===== src/rtl/rtc_timer_v2_if.sv =====
// Control/status bundle between the key debouncers, the RTC core and the digit renderers.
// The master drives controls and presets; the slave (the RTC core) returns counts and display digits.
interface rtc_timer_v2_if;
   logic       clr;
   logic       enable;
   logic       dir;
   logic       load;
   logic [4:0] preset_hour;
   logic [5:0] preset_min;
   logic [5:0] preset_sec;
   logic       inc_min;
   logic       dec_min;
   logic       inc_hour;
   logic       dec_hour;
   logic       alarm_en;
   logic [4:0] alarm_hour;
   logic [5:0] alarm_min;
   logic       hour12;
   logic [9:0] ms;
   logic [5:0] sec;
   logic [5:0] min;
   logic [4:0] hour;
   logic [7:0] bcd_hh;
   logic [7:0] bcd_mm;
   logic [7:0] bcd_ss;
   logic       pm;
   logic       alarm;
   logic       done;

   modport master (
      output clr, enable, dir, load, preset_hour, preset_min, preset_sec,
             inc_min, dec_min, inc_hour, dec_hour, alarm_en, alarm_hour, alarm_min, hour12,
      input  ms, sec, min, hour, bcd_hh, bcd_mm, bcd_ss, pm, alarm, done
   );

   modport slave (
      input  clr, enable, dir, load, preset_hour, preset_min, preset_sec,
             inc_min, dec_min, inc_hour, dec_hour, alarm_en, alarm_hour, alarm_min, hour12,
      output ms, sec, min, hour, bcd_hh, bcd_mm, bcd_ss, pm, alarm, done
   );
endinterface


===== src/rtl/rtc_timer_v2.sv =====
// Time-of-day / stopwatch / countdown counter with internal ms prescaler, manual adjust,
// one-shot alarm and registered 12/24-hour BCD display digits.
module rtc_timer_v2 #(
   parameter int unsigned CLK_DIV  = 50000,
   parameter int unsigned HOUR_MOD = 24
) (
   input  logic          clk,
   input  logic          rst_N,
   rtc_timer_v2_if.slave bus
);
   localparam int unsigned PW  = $clog2(CLK_DIV);
   localparam int unsigned MSW = 10;
   localparam int unsigned SW  = 6;
   localparam int unsigned HW  = 5;
   localparam logic [PW-1:0] PRESC_LAST = PW'(CLK_DIV - 1);
   localparam logic [HW-1:0] HOUR_LAST  = HW'(HOUR_MOD - 1);

   logic [PW-1:0]  presc_q, presc_d;
   logic [MSW-1:0] ms_q, ms_d;
   logic [SW-1:0]  sec_q, sec_d;
   logic [SW-1:0]  min_q, min_d;
   logic [HW-1:0]  hour_q, hour_d;
   logic           done_q, done_d;
   logic           alarm_q, alarm_d;
   logic [7:0]     bcd_hh_q, bcd_hh_d;
   logic [7:0]     bcd_mm_q, bcd_mm_d;
   logic [7:0]     bcd_ss_q, bcd_ss_d;
   logic           pm_q, pm_d;

   logic           tick;
   logic           adj_any;
   logic           at_zero;
   logic           stepped;
   logic [HW-1:0]  hour_adj;
   logic [HW-1:0]  disp_hour;

   function automatic logic [HW-1:0] hour_plus(input logic [HW-1:0] h);
      return (h == HOUR_LAST) ? '0 : h + HW'(1);
   endfunction

   function automatic logic [HW-1:0] hour_minus(input logic [HW-1:0] h);
      return (h == '0) ? HOUR_LAST : h - HW'(1);
   endfunction

   function automatic logic [7:0] to_bcd(input logic [5:0] v);
      logic [5:0] tens;
      tens = v / 6'd10;
      return {tens[3:0], 4'(v - tens * 6'd10)};
   endfunction

   // Count, prescaler, done and alarm next-state (priority clr > load > adjust > tick)
   always_comb begin
      presc_d  = presc_q;
      ms_d     = ms_q;
      sec_d    = sec_q;
      min_d    = min_q;
      hour_d   = hour_q;
      done_d   = done_q;
      alarm_d  = 1'b0;
      stepped  = 1'b0;
      hour_adj = hour_q;
      tick     = bus.enable && (presc_q == PRESC_LAST);
      adj_any  = bus.inc_min | bus.dec_min | bus.inc_hour | bus.dec_hour;
      at_zero  = (ms_q == '0) && (sec_q == '0) && (min_q == '0) && (hour_q == '0);

      if (bus.enable) presc_d = tick ? '0 : presc_q + PW'(1);

      if (bus.clr) begin
         presc_d = '0;
         ms_d    = '0;
         sec_d   = '0;
         min_d   = '0;
         hour_d  = '0;
         done_d  = 1'b0;
      end else if (bus.load) begin
         presc_d = '0;
         ms_d    = '0;
         sec_d   = (bus.preset_sec  > 6'd59)    ? 6'd59     : bus.preset_sec;
         min_d   = (bus.preset_min  > 6'd59)    ? 6'd59     : bus.preset_min;
         hour_d  = (bus.preset_hour > HOUR_LAST) ? HOUR_LAST : bus.preset_hour;
         done_d  = 1'b0;
      end else if (adj_any) begin
         // Minute carry/borrow first, hour adjust stacked on top; tick is dropped
         if (bus.inc_min && !bus.dec_min) begin
            if (min_q == 6'd59) begin
               min_d    = '0;
               hour_adj = hour_plus(hour_q);
            end else begin
               min_d = min_q + SW'(1);
            end
         end else if (bus.dec_min && !bus.inc_min) begin
            if (min_q == '0) begin
               min_d    = 6'd59;
               hour_adj = hour_minus(hour_q);
            end else begin
               min_d = min_q - SW'(1);
            end
         end
         if (bus.inc_hour && !bus.dec_hour)      hour_d = hour_plus(hour_adj);
         else if (bus.dec_hour && !bus.inc_hour) hour_d = hour_minus(hour_adj);
         else                                    hour_d = hour_adj;
      end else if (tick) begin
         if (!bus.dir) begin
            stepped = 1'b1;
            done_d  = 1'b0;
            if (ms_q == 10'd999) begin
               ms_d = '0;
               if (sec_q == 6'd59) begin
                  sec_d = '0;
                  if (min_q == 6'd59) begin
                     min_d  = '0;
                     hour_d = hour_plus(hour_q);
                  end else begin
                     min_d = min_q + SW'(1);
                  end
               end else begin
                  sec_d = sec_q + SW'(1);
               end
            end else begin
               ms_d = ms_q + MSW'(1);
            end
         end else if (at_zero) begin
            done_d = 1'b1;
         end else begin
            stepped = 1'b1;
            if (ms_q == '0) begin
               ms_d = 10'd999;
               if (sec_q == '0) begin
                  sec_d = 6'd59;
                  if (min_q == '0) begin
                     min_d  = 6'd59;
                     hour_d = hour_minus(hour_q);
                  end else begin
                     min_d = min_q - SW'(1);
                  end
               end else begin
                  sec_d = sec_q - SW'(1);
               end
            end else begin
               ms_d = ms_q - MSW'(1);
            end
            done_d = (ms_d == '0) && (sec_d == '0) && (min_d == '0) && (hour_d == '0);
         end
      end

      // Alarm only on a counting step that lands exactly on hh:mm:00.000
      if (stepped && bus.alarm_en && (ms_d == '0) && (sec_d == '0) &&
          (min_d == bus.alarm_min) && (hour_d == bus.alarm_hour)) begin
         alarm_d = 1'b1;
      end
   end

   // Display digits derived from the current count registers
   always_comb begin
      disp_hour = hour_q;
      if (bus.hour12) begin
         if (hour_q == '0)          disp_hour = HW'(12);
         else if (hour_q > HW'(12)) disp_hour = hour_q - HW'(12);
      end
      bcd_hh_d = to_bcd(6'(disp_hour));
      bcd_mm_d = to_bcd(min_q);
      bcd_ss_d = to_bcd(sec_q);
      pm_d     = bus.hour12 && (hour_q >= HW'(12));
   end

   always_ff @(posedge clk or negedge rst_N) begin
      if (!rst_N) begin
         presc_q  <= '0;
         ms_q     <= '0;
         sec_q    <= '0;
         min_q    <= '0;
         hour_q   <= '0;
         done_q   <= 1'b0;
         alarm_q  <= 1'b0;
         bcd_hh_q <= '0;
         bcd_mm_q <= '0;
         bcd_ss_q <= '0;
         pm_q     <= 1'b0;
      end else begin
         presc_q  <= presc_d;
         ms_q     <= ms_d;
         sec_q    <= sec_d;
         min_q    <= min_d;
         hour_q   <= hour_d;
         done_q   <= done_d;
         alarm_q  <= alarm_d;
         bcd_hh_q <= bcd_hh_d;
         bcd_mm_q <= bcd_mm_d;
         bcd_ss_q <= bcd_ss_d;
         pm_q     <= pm_d;
      end
   end

   assign bus.ms     = ms_q;
   assign bus.sec    = sec_q;
   assign bus.min    = min_q;
   assign bus.hour   = hour_q;
   assign bus.bcd_hh = bcd_hh_q;
   assign bus.bcd_mm = bcd_mm_q;
   assign bus.bcd_ss = bcd_ss_q;
   assign bus.pm     = pm_q;
   assign bus.alarm  = alarm_q;
   assign bus.done   = done_q;
endmodule


===== src/flat_wrapper.sv =====
// flat-port wrapper written by rule: the top's interface ports become plain ports
module rtc_timer_v2_flat 
#(
   parameter int unsigned CLK_DIV  = 50000,
   parameter int unsigned HOUR_MOD = 24
)
  (clk, rst_N, bus_clr, bus_enable, bus_dir, bus_load, bus_preset_hour, bus_preset_min, bus_preset_sec, bus_inc_min, bus_dec_min, bus_inc_hour, bus_dec_hour, bus_alarm_en, bus_alarm_hour, bus_alarm_min, bus_hour12, bus_ms, bus_sec, bus_min, bus_hour, bus_bcd_hh, bus_bcd_mm, bus_bcd_ss, bus_pm, bus_alarm, bus_done);
  rtc_timer_v2_if bus_i ();
  input  logic clk;
  input  logic rst_N;
  input wire logic [$bits(bus_i.clr)-1:0] bus_clr;
  input wire logic [$bits(bus_i.enable)-1:0] bus_enable;
  input wire logic [$bits(bus_i.dir)-1:0] bus_dir;
  input wire logic [$bits(bus_i.load)-1:0] bus_load;
  input wire logic [$bits(bus_i.preset_hour)-1:0] bus_preset_hour;
  input wire logic [$bits(bus_i.preset_min)-1:0] bus_preset_min;
  input wire logic [$bits(bus_i.preset_sec)-1:0] bus_preset_sec;
  input wire logic [$bits(bus_i.inc_min)-1:0] bus_inc_min;
  input wire logic [$bits(bus_i.dec_min)-1:0] bus_dec_min;
  input wire logic [$bits(bus_i.inc_hour)-1:0] bus_inc_hour;
  input wire logic [$bits(bus_i.dec_hour)-1:0] bus_dec_hour;
  input wire logic [$bits(bus_i.alarm_en)-1:0] bus_alarm_en;
  input wire logic [$bits(bus_i.alarm_hour)-1:0] bus_alarm_hour;
  input wire logic [$bits(bus_i.alarm_min)-1:0] bus_alarm_min;
  input wire logic [$bits(bus_i.hour12)-1:0] bus_hour12;
  output wire logic [$bits(bus_i.ms)-1:0] bus_ms;
  output wire logic [$bits(bus_i.sec)-1:0] bus_sec;
  output wire logic [$bits(bus_i.min)-1:0] bus_min;
  output wire logic [$bits(bus_i.hour)-1:0] bus_hour;
  output wire logic [$bits(bus_i.bcd_hh)-1:0] bus_bcd_hh;
  output wire logic [$bits(bus_i.bcd_mm)-1:0] bus_bcd_mm;
  output wire logic [$bits(bus_i.bcd_ss)-1:0] bus_bcd_ss;
  output wire logic [$bits(bus_i.pm)-1:0] bus_pm;
  output wire logic [$bits(bus_i.alarm)-1:0] bus_alarm;
  output wire logic [$bits(bus_i.done)-1:0] bus_done;
  assign bus_i.clr = bus_clr;
  assign bus_i.enable = bus_enable;
  assign bus_i.dir = bus_dir;
  assign bus_i.load = bus_load;
  assign bus_i.preset_hour = bus_preset_hour;
  assign bus_i.preset_min = bus_preset_min;
  assign bus_i.preset_sec = bus_preset_sec;
  assign bus_i.inc_min = bus_inc_min;
  assign bus_i.dec_min = bus_dec_min;
  assign bus_i.inc_hour = bus_inc_hour;
  assign bus_i.dec_hour = bus_dec_hour;
  assign bus_i.alarm_en = bus_alarm_en;
  assign bus_i.alarm_hour = bus_alarm_hour;
  assign bus_i.alarm_min = bus_alarm_min;
  assign bus_i.hour12 = bus_hour12;
  assign bus_ms = bus_i.ms;
  assign bus_sec = bus_i.sec;
  assign bus_min = bus_i.min;
  assign bus_hour = bus_i.hour;
  assign bus_bcd_hh = bus_i.bcd_hh;
  assign bus_bcd_mm = bus_i.bcd_mm;
  assign bus_bcd_ss = bus_i.bcd_ss;
  assign bus_pm = bus_i.pm;
  assign bus_alarm = bus_i.alarm;
  assign bus_done = bus_i.done;
  rtc_timer_v2 #(.CLK_DIV(CLK_DIV), .HOUR_MOD(HOUR_MOD)) u_core (.clk(clk), .rst_N(rst_N), .bus(bus_i));
endmodule

===== config.mk =====
export PLATFORM = sky130hd
export DESIGN_NAME = rtc_timer_v2_flat
export DESIGN_NICKNAME = d
export VERILOG_FILES = /design/src/rtl/rtc_timer_v2_if.sv /design/src/rtl/rtc_timer_v2.sv /design/src/flat_wrapper.sv
export SDC_FILE = /design/constraint.sdc
export NUM_CORES = 1
export LEC_CHECK = 0
export ABC_CLOCK_PERIOD_IN_PS = 5100
export CORE_AREA = 2 2 129 131
export CTS_CLUSTER_SIZE = 14
export DETAILED_ROUTE_END_ITERATION = 12
export DIE_AREA = 0 0 131 133
export PLACE_DENSITY = 0.77
export SLEW_MARGIN = 20
export SYNTH_ARGS = -nofsm -noshare
export SYNTH_HDL_FRONTEND = slang
export SYNTH_SLANG_ARGS = --single-unit

===== constraint.sdc =====
create_clock -name clk -period 5.1 [get_ports clk]
set_input_delay 1.275 -clock clk [delete_from_list [all_inputs] [get_ports clk]]
set_output_delay 1.275 -clock clk [all_outputs]
set_load 0.01 [all_outputs]

Word-level counts from Yosys, hierarchy flattened
Index checks and enable logic that the tools add are counted.

Memories: 0. Bits in latches: 0. Output and inout bits: 54. Logic and storage cells: 186. ROM bits: 0. Bits in writable memories: 0. Input port bits: 40. Register bits: 70.

Add/sub/neg operators: 15. Order comparisons: 5. Equal/unequal tests: 9. Multiply operators: 3. Divide/modulo/power cells: 3. Bitwise gates (word level): 3. Reduce and logical (&&, ||, !) cells: 35. Shifts and indexed selects: 0. Multiplexer cells: 102.

Operator list (number): $mux 6 (38); $mux 5 (33); $mux 10 (14); $mux 16 (4); $logic_not 10->1 (3); $logic_not 6->1 (5); $mul 6x3->3 const B (3); $logic_and 1x1->1 (17); $add 16x1->16 const B (1); $eq 16x16->1 const B (1); $logic_not 5->1 (3); $mux 1 (13); $add 6x1->6 const B (2); $div 6x4->6 const B (2); $eq 6x6->1 const B (2); $gt 6x6->1 const B (2); $sub 4x4->4 (3); $sub 6x1->6 const B (2); $add 10x1->10 const B (1); $add 5x1->5 const B (2); $eq 10x10->1 const B (1); $eq 5x5->1 const B (2); $sub 10x1->10 const B (1); $sub 5x1->5 const B (2); other kinds (12) (18).

Logic depth before layout (Yosys ltp)
Gate-level depths: netlist (run 1).

Depth in word-level cells: 22. Mapped depth: 18.

Worst setup path before layout (run 1)
No wires, ideal clock.

Kind: reg-to-reg. Start point: register u_core.hour_q[1], in the netlist u_core.bus.hour[1]. End point: register u_core.bcd_hh_q[3], in the netlist u_core.bus.bcd_hh[3]. Setup slack: 1.034 ns. Cell stages (with the launch flop): 18. Path buffers: 2. Clock period less this slack: 4.066 ns. Data required time: 4.963 ns. Data arrival time: 3.929 ns. Path through: dfrtp_1 clkbuf_1 inv_1 ha_1 and3b_1 clkbuf_1 o31a_1 o32ai_1 ha_1 nand2_1 a21o_1 ha_1 and3b_1 o32ai_1 ha_1 fa_1 xor2_1 xnor2_1.

Word-level cells in the longest chain between the ends: 7.

RTL lines: start: declaration (line rtc_timer_v2.sv:22) `logic [HW-1:0] hour_q, hour_d;`; start signal: assignment (line rtc_timer_v2.sv:184) `hour_q <= hour_d;`; $sub 5x4->5 / $gt 5x4->1 (equally long branches) (line rtc_timer_v2.sv:158) `else if (hour_q > HW'(12)) disp_hour = hour_q - HW'(12);`; $mux 5 (line rtc_timer_v2.sv:158); $mux 5 (line rtc_timer_v2.sv:157) `if (hour_q == '0) disp_hour = HW'(12);`; $mux 5 (*) (line rtc_timer_v2.sv:156) `if (bus.hour12) begin`; $div 5x4->6 (*) (line rtc_timer_v2.sv:47) `tens = v / 6'd10;`; via u_core.bcd_hh_d[4] (line rtc_timer_v2.sv:25) `logic [7:0] bcd_hh_q, bcd_hh_d;`; $mul 6x3->3 (*) (line rtc_timer_v2.sv:48) `return {tens[3:0], 4'(v - tens * 6'd10)};`; $sub 4x4->4 (*) (line rtc_timer_v2.sv:48); via u_core.bcd_hh_d[3] (line rtc_timer_v2.sv:25); end signal: assignment (line rtc_timer_v2.sv:187) `bcd_hh_q <= bcd_hh_d;`; end: declaration (line rtc_timer_v2.sv:25).

The timed path passes the listed nets; every way through them passes the cells marked *. A chain may end at the register's enable or synchronous reset.

Worst setup path in the final report (run 1)
Start point: input port bus_dec_min. End point: register u_core.alarm_q, in the netlist u_core.bus.alarm.

Word-level cells in the longest chain between the ends: 16.

RTL lines: start: declaration (line flat_wrapper.sv:19) `input wire logic [$bits(bus_i.dec_min)-1:0] bus_dec_min;`; $logic_and 1x1->1 / $logic_not 1->1 (equally long branches) (line rtc_timer_v2.sv:91, rtc_timer_v2.sv:84); $mux 5 / $logic_and 1x1->1 (equally long branches) (line rtc_timer_v2.sv:91, rtc_timer_v2.sv:84); $mux 5 (line rtc_timer_v2.sv:84) `if (bus.inc_min && !bus.dec_min) begin`; $mux 5 (line rtc_timer_v2.sv:82) `end else if (adj_any) begin`; $mux 5 (line rtc_timer_v2.sv:75) `end else if (bus.load) begin`; $mux 5 (line rtc_timer_v2.sv:68) `if (bus.clr) begin`; $sub 5x1->5 / $logic_not 5->1 (equally long branches) (line rtc_timer_v2.sv:42) `return (h == '0) ? HOUR_LAST : h - HW'(1);`; $mux 5 (line rtc_timer_v2.sv:42); $mux 5 (line rtc_timer_v2.sv:100) `else if (bus.dec_hour && !bus.inc_hour) hour_d = hour_minus(hour_adj);`; $mux 5 (line rtc_timer_v2.sv:99) `if (bus.inc_hour && !bus.dec_hour) hour_d = hour_plus(hour_adj);`; $mux 5 (line rtc_timer_v2.sv:82); $mux 5 (line rtc_timer_v2.sv:75); $mux 5 (line rtc_timer_v2.sv:68); $eq 5x5->1 (line rtc_timer_v2.sv:148) `(min_d == bus.alarm_min) && (hour_d == bus.alarm_hour)) begin`; $logic_and 1x1->1 (*) (line rtc_timer_v2.sv:148); $mux 1 (*) (line rtc_timer_v2.sv:147) `if (stepped && bus.alarm_en && (ms_d == '0) && (sec_d == '0) &&`; via u_core.alarm_d (line rtc_timer_v2.sv:24) `logic alarm_q, alarm_d;`; end signal: assignment (line rtc_timer_v2.sv:186) `alarm_q <= alarm_d;`; end: declaration (line rtc_timer_v2.sv:24).

The timed path passes the listed nets; every way through them passes the cells marked *. The select of a mux whose other input is x is not followed.

==> results.py, run 1 <==
metrics = {
    "clock_tree": {
        "cts_hold_buf": 0,
        "post_cts_resized": 0,
        "cts_tree": "done",
        "cts_max_level": 3,
        "cts_buffers": 9,
        "cts_setup_buffers": 0,
        "root_buffer": "clkbuf_16",
        "cts.sinks": 66,
        "clk_path_buf_depth": 2,
        "clk_pin_slew_ps": 60,
        "clock_latency_ps": 350,
    },
    "floorplanning": {
        "rows": 47,
        "core_area_sq_um": 16200,
        "num_io_pins": 94,
        "die-area_sq_um": 17400,
        "die_h_microns": 133,
        "start_util_pct": 43.0,
        "die_x_microns": 131,
    },
    "yosys": {
        "synthArstFlopShare_pct": 100,
        "synth_edf_count": 0,
        "ys_warn_count": 0,
        "synth_top_area_share_pct": 23.8,
        "synth.distinct_cells": 94,
        "ys_dominant_reg_cell": "dfrtp_1",
        "synth_area_leaders": "dfrtp_1 24%, ha_1 5.4%, nor2_1 4.8%",
        "ys_seq_elements": 66,
        "synthesis.area_sq_um": 6950,
        "synth_most_common_cell": "nor2_1",
        "netlist_instances": 918,
        "avgSynthCellArea_sq_um": 7.57,
        "yosys-top-cells-count": "89 x nor2_1, 77 x nand2_1, 66 x dfrtp_1, 61 x o21ai_0, 49 x a21oi_1",
        "synth-seq-area-share_pct": 23.8,
        "synth_top_area_cell": "dfrtp_1",
    },
    "timing": {
        "final_hold_viol_count": 0,
        "finalSetupViolations": 0,
        "period_share_pct": 87.6,
        "slew_violations": 0,
        "max_slew.worst_pin.slew_ps": 915,
        "period_needed_ps": 4470,
        "slew_headroom_pct": 39.0,
        "grt_setup_unrepaired": "no",
        "clock.fmax_mhz": 224,
        "fin_skew_ps": 8.47,
        "setup-tns-final_ps": 0,
        "hold_ws_ps": 563,
    },
    "critical_path": {
        "slowest_stage": "or4_1",
        "path_max_fanout": 14,
        "r2r-end": "u_core.bus.alarm$_DFF_PN0_",
        "cp_cell_sequence": "clkdlybuf4s50_1, or4_1, nor2_1, nand2_1, nor3_1, nor2_1, a31o_2, nor4_1, o311ai_1, nor4_2",
        "r2r_setup_slack_ps": 870,
        "reg2reg_from": "u_core.bus.ms[0]$_DFF_PN0_",
        "cp_slowest_stage_delay_ps": 720,
        "reg2reg_depth": 11,
        "arrival_ps": 4710,
        "start_kind": "input port",
        "cp_num_buf_inv": 1,
        "path_class": "input port to flip-flop",
        "worst_setup_path_end_kind": "flip-flop",
        "cpMostUsedCell": "nor2_1",
        "required_ps": 5340,
        "cp_top_family": "simple AND/OR/NAND/NOR gates",
    },
    "route": {
        "routedWlPerCell_microns": 22.1,
        "drtIter0Drc": 1230,
        "routed-via-count": 8125,
        "dr.pass1.iters": 6,
        "via_per_inst": 6.67,
        "ant_nets": 0,
        "drc_errors": 0,
        "wirelength_microns": 26900,
    },
    "finish": {
        "diodes": 0,
        "area_delta_synth_final_pct": 21.2,
        "drive_above_1_share_pct": 9.22,
        "nNetsFinal": 1067,
    },
    "min_path": {
        "min_path_type": "flip-flop to flip-flop",
        "hold_path_depth": 0,
        "whs_endpoint": "u_core.bus.bcd_ss[0]$_DFF_PN0_",
        "hp-start": "u_core.bus.sec[0]$_DFF_PN0_",
    },
    "place": {
        "numPortBuffers": 89,
        "gp_congestion": 1.07,
        "place.detailed.hpwl_microns": 20000,
    },
    "global_routing": {
        "grt_remaining_overflow": 0,
        "grt_max_degree": 40,
        "grt_first_pass_wirelength_microns": 42200,
        "antenna_found_initial": 0,
        "first_global_vias": 7449,
        "grt_use_total_pct": 31.1,
    },
    "power_and_ir_drop": {
        "vdd_drop_max_mv": 0.170,
        "p_total_mw": 1.97,
        "power_leakage_nw": 3.24,
        "powerDensity_nw_per_um2": 234,
    },
    "run": {
        "cap_viol_max_count": 0,
    },
    "outcome": {
        "status": "finished, final reports clean",
    },
}
## through the flow
step | std cells | instance area, sq um | setup slack, ps | util (%)
2_1_floorplan | 921 | 6960 | 1030 | -
3_3_place_gp | 1203 | 8140 | 517 | 50.3
3_5_place_dp | 1203 | 8140 | 415 | 50.3
4_1_cts | 1218 | 8420 | 757 | 52.1
5_1_grt | 1218 | 8420 | 497 | 52.1
6_report | 1218 | 8420 | 631 | 52.1
## placed cells by master (no fill, tap or decap), types with 12 or more instances in the layout
cell,netlist,final
nor2_1,89,89
clkdlybuf4s50_1,0,88
nand2_1,77,77
dfrtp_1,66,66
o21ai_0,61,61
a21oi_1,49,49
inv_1,43,43
buf_4,6,40
nand3_1,37,37
nor3_1,37,37
ha_1,30,30
nand4_1,29,29
a31oi_1,21,21
nand2b_1,15,15
xnor2_1,13,13
xor2_1,13,13
nor4_1,13,13
nor2b_1,12,12
## routing by layer
| metal | wire length [microns] | global-route usage (%) | up-vias |
|---|---|---|---|
| li1 | - | - | 3594 |
| met1 | 11100 | 44.6 | 3796 |
| met2 | 11300 | 43.8 | 611 |
| met3 | 3190 | 7.97 | 124 |
| met4 | 1300 | 13.8 | 0 |
| met5 | 0 | 0.882 | - |
## state kept, by name (all words and copies together), names as in the netlist
| register | cells |
|---|---|
| u_core.bus.alarm | 1 |
| u_core.bus.bcd_ss | 7 |
| u_core.presc_q | 16 |
| u_core.bus.min | 6 |
| u_core.bus.pm | 1 |
| u_core.bus.bcd_mm | 7 |
| u_core.bus.done | 1 |
| u_core.bus.bcd_hh | 6 |
| u_core.bus.hour | 5 |
| u_core.bus.ms | 10 |
| u_core.bus.sec | 6 |
## where the power goes
part | switching, mW | total, mW | internal, mW
sequential | 0.0534 | 0.629 | 0.576
combinational | 0.404 | 0.715 | 0.311
clock | 0.254 | 0.629 | 0.375
total | 0.711 | 1.97 | 1.26
## worst register-to-register path, delay by kind of cell (launching register included)
family,cells,cell delay [ps]
compound gates,4,1570
simple gates,5,1630
flops,1,540
buf+inv,1,190
fa+ha+maj,1,190
## layout make-up
cell class	instances	area, sq um
fillers	1569	7750
well taps	220	275
clock buffers	10	229
multi-input cells	744	4860
flip-flops and latches	66	1650
clock inverters	5	56.3
repair buffers	129	1190
inverters	44	165
## worst max path at each step
stage	from	endpoint	slack, ps	cells after the start
2_1_floorplan	u_core.bus.hour[1]$_DFF_PN0_	u_core.bus.bcd_hh[3]$_DFF_PN0_	1030	17
3_3_place_gp	bus_dec_min	u_core.bus.alarm$_DFF_PN0_	520	12
3_5_place_dp	bus_hour12	u_core.bus.bcd_hh[3]$_DFF_PN0_	410	14
4_1_cts	bus_hour12	u_core.bus.bcd_hh[3]$_DFF_PN0_	760	14
5_1_grt	bus_hour12	u_core.bus.bcd_hh[3]$_DFF_PN0_	500	14
6_report	bus_dec_min	u_core.bus.alarm$_DFF_PN0_	630	10
## cell families after synthesis
logic type / synth area share [%]
AND/OR/NAND/NOR: 30.8
multiplexers: 1.19
other: 0.0539
buffers and inverters: 6.50
adder cells (fa/ha/maj): 6.41
XOR/XNOR: 3.28
AO/OA/AOI/OAI: 28.0
flip-flops: 23.8
No activity file was read; power rests on OpenSTA's default activity.
==> run 2, diff against run 1 <==
--- a/config.mk
+++ b/config.mk
@@ -5,7 +5,7 @@
 export SDC_FILE = /design/constraint.sdc
 export NUM_CORES = 1
 export LEC_CHECK = 0
-export ABC_CLOCK_PERIOD_IN_PS = 5100
+export ABC_CLOCK_PERIOD_IN_PS = 4400
 export CORE_AREA = 2 2 129 131
 export CTS_CLUSTER_SIZE = 14
 export DETAILED_ROUTE_END_ITERATION = 12
==> constraint.sdc (replaced) <==
create_clock -name clk -period 4.4 [get_ports clk]
set_input_delay 1.1 -clock clk [delete_from_list [all_inputs] [get_ports clk]]
set_output_delay 1.1 -clock clk [all_outputs]
set_load 0.01 [all_outputs]
==> run 2 against run 1 <==
Compared with the run above: register-to-register slack worse by 670 ps; clock skew down 0.56 ps; non-clock buffer count up 21; worst hold slack better by 1.8 ps; setup slack worse by 490 ps; core utilization up 1.1 points; combinational power up 21%; critical endpoint unchanged; largest cell class unchanged; largest power group unchanged.
==> results.py, run 2 (same netlist as run 1, synthesis figures left out) <==
metrics = {
    "outcome": {
        "status": "finished, final reports clean",
    },
    "clock_tree": {
        "clock_latency_ps": 360,
        "cts_setup_buffers": 0,
        "root_buffer": "clkbuf_16",
        "clk_path_buf_depth": 2,
        "cts.sinks": 66,
        "cts_max_level": 3,
        "clk_pin_slew_ps": 60,
        "cts_tree": "done",
        "cts_buffers": 9,
    },
    "power_and_ir_drop": {
        "p_total_mw": 2.32,
        "power_frac_comb_pct": 37.3,
        "p_switching_mw": 0.836,
        "p_int_mw": 1.49,
        "seqPwrFrac_pct": 30.8,
        "vdd_drop_max_mv": 0.198,
        "power_leakage_nw": 3.35,
        "switching_share_pct": 36.0,
        "clock_power_share_pct": 31.8,
        "powerDensity_nw_per_um2": 270,
    },
    "floorplanning": {
        "rows": 47,
        "die-area_sq_um": 17400,
        "die_h_microns": 133,
        "die_x_microns": 131,
        "core_area_sq_um": 16200,
        "num_io_pins": 94,
        "start_util_pct": 43.0,
    },
    "global_routing": {
        "grt_remaining_overflow": 0,
        "first_global_vias": 7455,
        "antenna_found_initial": 0,
        "grt_use_total_pct": 31.1,
        "grt_max_degree": 45,
        "grt_first_pass_wirelength_microns": 41600,
    },
    "min_path": {
        "hold_path_depth": 0,
        "whs_endpoint": "u_core.bus.bcd_ss[0]$_DFF_PN0_",
        "min_path_type": "flip-flop to flip-flop",
        "hp-start": "u_core.bus.sec[0]$_DFF_PN0_",
    },
    "critical_path": {
        "r2r_setup_slack_ps": 200,
        "path_class": "input port to flip-flop",
        "worst_setup_path_end_kind": "flip-flop",
        "reg2reg_from": "u_core.bus.hour[0]$_DFF_PN0_",
        "reg2reg_depth": 11,
        "r2r-end": "u_core.bus.alarm$_DFF_PN0_",
        "arrival_ps": 4510,
        "required_ps": 4650,
        "start_kind": "input port",
        "path_max_fanout": 11,
        "crit_start": "bus_dec_min",
    },
    "finish": {
        "diodes": 0,
        "multi_input_area_sq_um": 4860,
        "top_register": "u_core.presc_q",
        "final_cell_mix": "89 x nor2_1, 88 x clkdlybuf4s50_1, 77 x nand2_1",
        "fill_cells": 1580,
        "seq_area_sq_um": 1650,
        "nNetsFinal": 1088,
        "drive_above_1_share_pct": 11.3,
        "area_delta_synth_final_pct": 23.8,
        "final_common_cell": "nor2_1",
        "design_area_sq_um": 8610,
        "largest_register_ffs": 16,
    },
    "route": {
        "drtIter0Drc": 1216,
        "dr.pass1.iters": 5,
        "routedWlPerCell_microns": 21.8,
        "drc_errors": 0,
        "ant_nets": 0,
        "via_per_inst": 6.54,
        "routed-via-count": 8112,
        "wirelength_microns": 27000,
    },
    "place": {
        "place.detailed.hpwl_microns": 20300,
        "numPortBuffers": 89,
        "dpl_cell_area_sq_um": 8310,
        "gp_congestion": 1.09,
    },
    "timing": {
        "fin_skew_ps": 7.91,
        "max_slew.worst_pin.slew_ps": 774,
        "clock.fmax_mhz": 235,
        "setup-tns-final_ps": 0,
        "hold_ws_ps": 565,
        "period_needed_ps": 4250,
        "final_hold_viol_count": 0,
        "finalSetupViolations": 0,
        "period_share_pct": 96.7,
        "slew_violations": 0,
        "grt_setup_unrepaired": "no",
        "slew_headroom_pct": 47.9,
    },
    "run": {
        "cap_viol_max_count": 0,
    },
}
-- run 2: worst max path at each step --
stage,end,slack (ps)
2_1_floorplan,u_core.bus.bcd_hh[3]$_DFF_PN0_,330
3_3_place_gp,u_core.bus.alarm$_DFF_PN0_,40
3_5_place_dp,u_core.bus.alarm$_DFF_PN0_,30
4_1_cts,u_core.bus.alarm$_DFF_PN0_,320
5_1_grt,u_core.bus.alarm$_DFF_PN0_,40
6_report,u_core.bus.alarm$_DFF_PN0_,150
-- run 2: critical path, cell delays in order --
cell and delay [ps]:
clkdlybuf4s50_1 610, or4_4 650, o311ai_0 370, o21ai_0 130
a2111oi_0 620, o211ai_1 320, nor3_1 240, nand4_1 160
nor4_2 300
-- run 2: repair_timing --
item                                    4_1_cts  5_1_grt
resized for setup                             0        1
hold endpoints to repair                      0        0
endpoints found under the setup margin        0        1
hold buffers                                  0        0
-- run 2: layout make-up --
type	instances	area share (%)
Multi-Input combinational cell	744	56.5
Tap cell	220	3.20
Clock inverter	6	0.770
Clock buffer	10	2.66
Timing Repair Buffer	150	15.8
Inverter	44	1.92
Sequential cell	66	19.2
-- run 2: routing by layer --
layer	track usage (%)	up-vias	share of wire (%)	wire, microns
met5	0	-	0	0
met4	12.5	0	3.9	1040
met3	8.90	100	13	3370
met2	44.4	577	43	11700
met1	43.8	3798	40	10900
li1	-	3637	-	-
-- run 2: through the flow --
step	worst slack [ps]	util, %	std cells
2_1_floorplan	334	-	921
3_3_place_gp	39.5	51.4	1224
3_5_place_dp	25.5	51.4	1224
4_1_cts	317	53.2	1240
5_1_grt	42.5	53.2	1240
6_report	145	53.2	1240
-- run 2: power by group through the flow --
stage	clock (mW)	combinational, mW	sequential, mW
finish	0.739	0.867	0.717
global route	0.772	0.935	0.722
CTS	0.753	0.850	0.715
detailed placement	0	0.845	0.726
global placement	0	0.839	0.723
floorplan	0	0.455	0.741
==> run 3, diff against run 2 <==
--- a/config.mk
+++ b/config.mk
@@ -6,11 +6,13 @@
 export NUM_CORES = 1
 export LEC_CHECK = 0
 export ABC_CLOCK_PERIOD_IN_PS = 4400
-export CORE_AREA = 2 2 129 131
+export CELL_PAD_IN_SITES_DETAIL_PLACEMENT = 0
+export CELL_PAD_IN_SITES_GLOBAL_PLACEMENT = 1
+export CORE_AREA = 2 2 132 134
 export CTS_CLUSTER_SIZE = 14
 export DETAILED_ROUTE_END_ITERATION = 12
-export DIE_AREA = 0 0 131 133
-export PLACE_DENSITY = 0.77
+export DIE_AREA = 0 0 134 136
+export PLACE_DENSITY = 0.93
 export SLEW_MARGIN = 20
 export SYNTH_ARGS = -nofsm -noshare
 export SYNTH_HDL_FRONTEND = slang
==> run 3 against run 2 <==
Compared with the run above: non-clock buffer count up 14; power up 0.91%; sequential power down 1%; count of clock-buffer cells in the layout is the same; core utilization is 1.5 points lower; largest cell class unchanged.
==> results.py, run 3 (same netlist as run 1, synthesis figures left out) <==
metrics = {
    "outcome": {
        "status": "finished, final reports clean",
    },
    "global_routing": {
        "first_global_vias": 7437,
        "antenna_found_initial": 0,
        "grt_max_degree": 39,
        "grt_use_total_pct": 30.2,
        "grt_remaining_overflow": 0,
        "grt_first_pass_wirelength_microns": 42300,
    },
    "route": {
        "drc_errors": 0,
        "ant_nets": 0,
        "wirelength_microns": 27600,
        "dr.pass1.iters": 6,
        "drtIter0Drc": 1099,
        "via_per_inst": 6.46,
        "routedWlPerCell_microns": 22.0,
        "routed-via-count": 8132,
    },
    "critical_path": {
        "start_kind": "flip-flop",
        "path_max_fanout": 6,
        "path_class": "flip-flop to flip-flop",
        "required_ps": 4650,
        "worst_setup_path_end_kind": "flip-flop",
        "arrival_ps": 4430,
    },
    "place": {
        "dpl_cell_area_sq_um": 8420,
        "gp_congestion": 1.05,
        "place.detailed.hpwl_microns": 20900,
        "numPortBuffers": 89,
        "dp_slack_ps": 133,
    },
    "clock_tree": {
        "cts.sinks": 66,
        "cts_setup_buffers": 0,
        "post_cts_resized": 0,
        "cts_buffers": 9,
        "cts_hold_buf": 0,
        "cts_max_level": 3,
        "clk_pin_slew_ps": 60,
        "cts_tree": "done",
        "clk_path_buf_depth": 2,
        "root_buffer": "clkbuf_16",
        "clock_latency_ps": 350,
    },
    "run": {
        "cap_viol_max_count": 0,
    },
    "timing": {
        "setup-tns-final_ps": 0,
        "final_hold_viol_count": 0,
        "max_slew.worst_pin.slew_ps": 928,
        "hold_ws_ps": 573,
        "finalSetupViolations": 0,
        "grt_setup_unrepaired": "no",
        "clock.fmax_mhz": 240,
        "period_needed_ps": 4170,
        "period_share_pct": 94.9,
        "slew_headroom_pct": 38.1,
        "slew_violations": 0,
        "worst_slack_ps": 226,
        "fin_skew_ps": 10.8,
    },
    "finish": {
        "nNetsFinal": 1102,
        "seq_area_sq_um": 1650,
        "utilization_pct": 51.7,
        "top_register": "u_core.presc_q",
        "fill_cells": 1629,
        "multi_input_area_sq_um": 4860,
        "largest_register_ffs": 16,
        "design_area_sq_um": 8720,
        "drive_above_1_share_pct": 12.5,
        "final_common_cell": "nor2_1",
        "final_cell_mix": "89 x nor2_1, 88 x clkdlybuf4s50_1, 77 x nand2_1",
        "diodes": 0,
        "area_delta_synth_final_pct": 25.5,
    },
    "floorplanning": {
        "core_area_sq_um": 16900,
        "num_io_pins": 94,
        "die_x_microns": 134,
        "die-area_sq_um": 18200,
        "die_h_microns": 136,
        "start_util_pct": 41.2,
        "rows": 48,
    },
    "power_and_ir_drop": {
        "vdd_drop_max_mv": 0.167,
        "power_leakage_nw": 3.43,
        "powerDensity_nw_per_um2": 269,
    },
    "min_path": {
        "min_path_type": "flip-flop to flip-flop",
    },
}
## run 3: cell types whose count changed in the layout (fill, tap and decap cells not counted), sizes merged
cell      before  now
buf           62   76
clkinv         2    4
clkinvlp       3    1
## run 3: area by class of cell
class                      count  share of cell area (%)
sequential                    66                    18.9
clock inverter                 6                   0.746
tap                          225                    3.23
multi-input combinational    744                    55.7
timing repair buffer         164                    16.8
clock buffer                  10                    2.74
inverter                      44                    1.89
## run 3: worst paths after layout
check | startpoint | end | slack, ps | cells after the start
hold / removal | u_core.bus.sec[0]$_DFF_PN0_ | u_core.bus.bcd_ss[0]$_DFF_PN0_ | 570 | 1
hold reg to reg | u_core.bus.sec[0]$_DFF_PN0_ | u_core.bus.bcd_ss[0]$_DFF_PN0_ | 570 | 1
setup reg to reg | u_core.bus.sec[1]$_DFF_PN0_ | u_core.bus.alarm$_DFF_PN0_ | 230 | 12
min in group asynchronous | rst_N | u_core.bus.ms[8]$_DFF_PN0_ | 890 | 1
max in group asynchronous | rst_N | u_core.bus.min[0]$_DFF_PN0_ | 2710 | 2
setup / recovery | u_core.bus.sec[1]$_DFF_PN0_ | u_core.bus.alarm$_DFF_PN0_ | 230 | 12
## run 3: per-layer routing
layer	up-vias	routed length, microns	GRT usage, %	part of all wire [%]
met5	-	0	0	0
met4	0	1300	14.4	4.7
met3	97	3200	7.05	12
met2	552	11700	44.0	42
met1	3813	11500	42.1	41
li1	3670	-	-	-
## run 3: worst max-delay path, stage by stage, from the launching register on
cell,delay (ps)
dfrtp_1,370
inv_1,160
ha_1,250
nor3b_1,710
nand4_1,450
buf_4,290
a2111oi_0,670
a221oi_1,240
nand4_1,160
o2111ai_1,140
nor4_2,220
nand4_1,130
nor4_2,280
## run 3: through the flow
stage | power (mW) | std cells
floorplan | 1.20 | 921
detailed placement | 1.57 | 1243
global route | 2.45 | 1259
global placement | 1.57 | 1243
finish | 2.34 | 1259
CTS | 2.33 | 1259
## run 3: report_power, final
part	internal (mW)	switching [mW]
logic	0.384	0.493
registers	0.667	0.0426
clock network	0.455	0.302
